## src/rtl/div_rem_pipelined.sv

```systemverilog
// Pipelined RV32M divide unit (DIV/DIVU/REM/REMU): restoring division, BITS_PER_STAGE bits per stage.
// Define DIV_EXC_FLAGS_EN to expose the o_div_zero / o_overflow result flags.
module div_rem_pipelined #(
    parameter int WIDTH          = 32,
    parameter int BITS_PER_STAGE = 4,
    parameter int TAG_W          = 5
) (
    input  logic               clk,
    input  logic               rst,
    input  logic               stall,
    input  logic               i_valid,
    input  logic [1:0]         i_op,
    input  logic [WIDTH-1:0]   i_dividend,
    input  logic [WIDTH-1:0]   i_divisor,
    input  logic [TAG_W-1:0]   i_tag,
    output logic               o_valid,
    output logic [WIDTH-1:0]   o_result,
    output logic [TAG_W-1:0]   o_tag,
`ifdef DIV_EXC_FLAGS_EN
    output logic               o_div_zero,
    output logic               o_overflow,
`endif
    output logic               o_busy
);

    localparam int STAGES = WIDTH / BITS_PER_STAGE;
    localparam logic [1:0] SPEC_NONE = 2'b00;
    localparam logic [1:0] SPEC_DIV0 = 2'b01;
    localparam logic [1:0] SPEC_OVF  = 2'b10;
    localparam logic [WIDTH-1:0] MOST_NEG = {1'b1, {(WIDTH-1){1'b0}}};

    generate
        if (WIDTH % BITS_PER_STAGE != 0) begin : g_param_check
            $error("div_rem_pipelined: WIDTH must be a multiple of BITS_PER_STAGE");
        end
    endgenerate

    typedef struct packed {
        logic             valid;
        logic [1:0]       op;
        logic [TAG_W-1:0] tag;
        logic [WIDTH-1:0] dvd;
        logic [WIDTH-1:0] rem;
        logic [WIDTH-1:0] quo;
        logic [WIDTH-1:0] dvs;
        logic             q_neg;
        logic             r_neg;
        logic [1:0]       spec;
    } stage_t;

    stage_t in_stage;
    stage_t nxt  [STAGES];
    stage_t pipe [STAGES];
    stage_t last;

    logic             is_signed;
    logic             a_neg;
    logic             b_neg;
    logic             is_rem;
    logic             res_neg;
    logic [WIDTH-1:0] sel;
    logic [WIDTH-1:0] result;
    logic             busy;

    // Operand conditioning: magnitudes, result signs and the special-case code.
    always_comb begin
        is_signed = ~i_op[0];
        a_neg     = is_signed & i_dividend[WIDTH-1];
        b_neg     = is_signed & i_divisor[WIDTH-1];

        in_stage       = '0;
        in_stage.valid = i_valid;
        in_stage.op    = i_op;
        in_stage.tag   = i_tag;
        in_stage.dvd   = a_neg ? -i_dividend : i_dividend;
        in_stage.dvs   = b_neg ? -i_divisor : i_divisor;
        in_stage.q_neg = a_neg ^ b_neg;
        in_stage.r_neg = a_neg;
        if (i_divisor == '0)
            in_stage.spec = SPEC_DIV0;
        else if (is_signed && i_dividend == MOST_NEG && i_divisor == '1)
            in_stage.spec = SPEC_OVF;
        else
            in_stage.spec = SPEC_NONE;
    end

    function automatic stage_t step(input stage_t s);
        stage_t           t;
        logic [WIDTH:0]   trial;
        t = s;
        for (int i = 0; i < BITS_PER_STAGE; i++) begin
            trial = {t.rem, t.dvd[WIDTH-1]};
            if (trial >= {1'b0, t.dvs}) begin
                trial = trial - {1'b0, t.dvs};
                t.quo = {t.quo[WIDTH-2:0], 1'b1};
            end else begin
                t.quo = {t.quo[WIDTH-2:0], 1'b0};
            end
            t.rem = trial[WIDTH-1:0];
            t.dvd = {t.dvd[WIDTH-2:0], 1'b0};
        end
        return t;
    endfunction

    always_comb begin
        nxt[0] = step(in_stage);
        for (int k = 1; k < STAGES; k++)
            nxt[k] = step(pipe[k-1]);
    end

    // Reset wins over stall so in-flight operations are discarded even while frozen.
    always_ff @(posedge clk) begin
        if (rst) begin
            for (int k = 0; k < STAGES; k++)
                pipe[k] <= '0;
        end else if (!stall) begin
            for (int k = 0; k < STAGES; k++)
                pipe[k] <= nxt[k];
        end
    end

    assign last = pipe[STAGES-1];

    always_comb begin
        is_rem  = last.op[1];
        sel     = is_rem ? last.rem : last.quo;
        res_neg = ~last.op[0] & (is_rem ? last.r_neg : last.q_neg);
        result  = res_neg ? -sel : sel;
        case (last.spec)
            SPEC_DIV0: if (!is_rem) result = '1;
            SPEC_OVF:  result = is_rem ? '0 : MOST_NEG;
            default:   ;
        endcase
    end

    always_comb begin
        busy = 1'b0;
        for (int k = 0; k < STAGES; k++)
            busy = busy | pipe[k].valid;
    end

    assign o_valid  = last.valid;
    assign o_result = result;
    assign o_tag    = last.tag;
    assign o_busy   = busy;
`ifdef DIV_EXC_FLAGS_EN
    assign o_div_zero = last.valid & (last.spec == SPEC_DIV0);
    assign o_overflow = last.valid & (last.spec == SPEC_OVF);
`endif

endmodule

```

## config.mk

```make
export PLATFORM = sky130hd
export DESIGN_NAME = div_rem_pipelined
export DESIGN_NICKNAME = d
export VERILOG_FILES = /design/src/rtl/div_rem_pipelined.sv
export SDC_FILE = /design/constraint.sdc
export NUM_CORES = 2
export LEC_CHECK = 0
export CAP_MARGIN = 20
export CORE_MARGIN = 5
export CORE_UTILIZATION = 30
export CTS_BUF_LIST = sky130_fd_sc_hd__clkbuf_16
export CTS_CLUSTER_SIZE = 30
export DETAILED_ROUTE_END_ITERATION = 10
export PLACE_DENSITY = 0.53
export SLEW_MARGIN = 30
export SYNTH_ARGS = -nofsm -noshare
export SYNTH_HDL_FRONTEND = slang
export SYNTH_SLANG_ARGS = --single-unit
```

## constraint.sdc

```tcl
create_clock -name clk -period 29.4 [get_ports clk]
set_clock_uncertainty 0.15 [all_clocks]
set_input_delay 2.94 -clock clk [delete_from_list [all_inputs] [get_ports clk]]
set_output_delay 2.94 -clock clk [all_outputs]
set_load 0.02 [all_outputs]
```

Word-level counts from Yosys, hierarchy flattened:

Memories as Yosys holds them, arrays and structs flattened.
Index checks and enable logic that the tools add are counted.

* flip-flop bits (word level): 0
* bits in latches: 0
* RAM bits: 1088
* ROM bits: 0
* bits of input ports: 75
* output and inout bits: 39
* word-level logic and storage cells: 183
* memories: 1

Memories
* pipe: words 8, width 136, read ports 8, clocked after memory_dff 0, wr ports 8, RTL line 53 `stage_t pipe [STAGES];`

* add/sub/neg operators: 35
* $mul: 0
* divide/modulo/power cells: 0
* $lt $le $gt $ge: 32
* equality and inequality tests: 4
* shift-type cells: 0
* mux-type cells: 87
* bitwise operators: 21
* reduce and logical (&&, ||, !) cells: 3

Operators by type and width (number)
* $mux W32: 38
* $mux W136: 8
* $ge A33 B32 Y1: 31
* $sub A32 B32 Y32: 31
* $neg A32 Y32: 3
* $eq A32 B32 Y1 const B: 2
* $pmux W32 S2: 1
* $mux W1: 38
* $ge A1 B32 Y1: 1
* $logic_not A32 Y1: 1
* $sub A1 B32 Y32: 1
* $or A1 B1 Y1: 15
* $mux W2: 2
* $and A1 B1 Y1: 3
* $eq A2 B1 Y1 const B: 1
* $eq A2 B2 Y1 const B: 1
* $logic_and A1 B1 Y1: 2
* $not A1 Y1: 2
* $xor A1 B1 Y1: 1

Longest topological paths before layout:

* word-level depth: 12
* gate-level depth with buffers: 59
* depth with buffers taken out: 53

Worst setup path before layout:

No wires, ideal clock.

* kind: input -> register
* start: in rst
* end: mem pipe[0][0] (netlist name) (enable)
* setup time: 1.354 ns
* arrival: 23.197 ns
* required time: 27.896 ns
* setup slack: 4.699 ns
* stages: 3
* path buffers: 2
* path through: clkbuf_1 > buf_1 > nand2b_1

RTL lines
* start: declaration: RTL line 9 `input logic rst,`
* end: declaration: RTL line 53

==> qor.yml <==
setup-tns-final_ns: 0
dp_hpwl_microns: 235000
postSynth.asyncResetShare_pct: 0
yosysWarningCount: 0
drv_cap: 0
ys.flop_type: "edfxtp_1"
ant_nets: 0
wirelength_microns: 293000
cp_max_fo: 34
hold_viol: 0
arrival_ns: 18.58
max-slew-margin-rel_pct: 24.2
path_delay_family: "compound AO/OA/AOI/OAI gates"
busiest_layer: "met2"
critPathBufInv: 7
initial_core_util_pct: 30.1
period_minus_slack_ns: 18.27
drt-vias-per-instance: 5.37
cts_root_buf: "clkbuf_16"
synthCells: 10771
synthDistinctLibCells: 106
rows: 204
drc: 0
status: "complete, no violations"
setup_violations: 0
port_buffers: 113
wl_per_cell_microns: 19.6
drv_slew: 0
die_y_microns: 567
cts.sinks: 832
worstMarginPinSlew_ns: 1.13
critPathSlowestCell: "nor4b_4"
syn_area_sq_um: 92900
use_met2_pct: 27.6
antenna_found_initial: 22
overflow: 0
n_fill_cell: 32413
post_cts_resized: 0
clk_latency_ns: 0.78
yosysTopAreaCell: "edfxtp_1"
synth-seq-cells: 832
grt_util_met3_pct: 1.91
grt_pass1_vias: 74177
synth_top_area_share_pct: 26.9
cts_made_buffers: 100
crit_path_max_incr_delay_ns: 0.79
postCtsSetupBuffers: 0
syn2layout_area_growth_pct: 9.94
yosysMostFrequentCell: "nor2_1"
ys_top_cells_by_area: "edfxtp_1, ha_1, xnor2_1"
finalCritPeriodShare_pct: 62.1
avgSynthCellArea_sq_um: 8.63
grt_pass1_wl_microns: 446000
mappedNetlistNets: 11877
synthTopCellsByCount: "nor2_1, ha_1, a21oi_1"
synth_enable_flop_cells: 832
critPathLaunchType: "input pin"
required_ns: 29.71
fp.coreArea_sq_um: 309000
htreeDepth: 3
fp.dieArea_sq_um: 321000
regMostFlops: "pipe"
max_freq_mhz: 54.7
cts_tree: "built"
vias: 80166
clock_path_buffers: 3
grt.total_usage_pct: 17.3
gp_congestion: 0.905
firstDrtPassIters: 6
grt_use_met1_pct: 25.4
cts.clk_slew.worst_paths_ns: 0.06
top_level_ports: 114
grt_max_degree: 167
final_nets: 11820
hold_path.class: "flop to flop"
hold_buffers: 0
timing_worst_setup_path_type: "input pin to flop"
largest_register_ff_count: 832
drt_iter0_markers: 6839
ys_seq_area_share_pct: 26.9
endpoint_kind: "flop"
drive_gt1_share_pct: 7.02
die_w_microns: 567
rsz0062_at_grt: "false"
reg_top3: "pipe (832)"
kinds of logic after synthesis:
kind of cell	after synthesis	synth area share, %
xor gates and xnor gates	900	8.48
DFF	832	26.9
adders and majority gates	1031	14.1
muxes	632	7.34
buffers and inverters	905	3.76
AOI/OAI and AO/OA	3077	21.3
and+or+nand+nor	3394	18.0
layer usage:
metal	vias up	part of all wire (%)
met5	-	0.015
met4	6	2.0
met3	272	5.2
met2	1962	44
met1	38043	49
li1	39883	-
area by class of cell:
cell class	count	area (sq um)	area share, %
Inverter	542	2030	1.99
Tap cell	4120	5150	5.05
Antenna cell	9	22.5	0.0220
Clock buffer	101	2530	2.47
Sequential cell	832	25000	24.5
Timing Repair Buffer	204	1830	1.79
Multi-Input combinational cell	9034	64700	63.3
Clock inverter	82	910	0.891
cell usage in the layout (no fill, tap or decap), drive strengths merged, types with 62 or more instances in the layout:
master,Yosys,final
a211oi,105,105
a21o,456,456
a21oi,918,918
a31oi,114,114
and2,266,266
and3,105,105
buf,75,92
clkbuf,288,101
clkdlybuf4s50,0,112
edfxtp,832,832
ha,1000,1000
inv,541,554
mux2,387,387
mux2i,245,245
nand2,630,630
nand2b,134,134
nand3,309,309
nand4,142,142
nor2,1049,1049
nor2b,219,219
nor3,226,226
o211ai,62,62
o21a,156,156
o21ai,592,592
o21bai,121,121
o31ai,88,88
xnor2,570,570
xor2,330,330
through the flow:
stage          setup WS [ns]  area [sq um]  hold WS [ns]  utilization [%]  std cells
2_1_floorplan           4.70         92900         0.347                -      10771
3_3_place_gp           10.42         98600         0.348             31.9      14731
3_5_place_dp           10.17         98700         0.351             32.0      14731
4_1_cts                10.95        102000         0.331             33.1      14914
5_1_grt                10.19        102000         0.364             33.1      14919
6_report               11.13        102000         0.336             33.1      14924
worst paths after layout:
check	from	endpoint	slack, ns	cells after the start
worst max-delay path	i_divisor[0]	pipe[0][78]	11.13	53
worst min-delay path	pipe[0][406]	pipe[0][542]	0.34	1
worst max register to register	pipe[1][286]	pipe[1][495]	12.93	52
worst min register to register	pipe[0][406]	pipe[0][542]	0.34	1
Power is not shown: default switching activity piles up to over one toggle a cycle in this logic, so the estimate is an artifact.
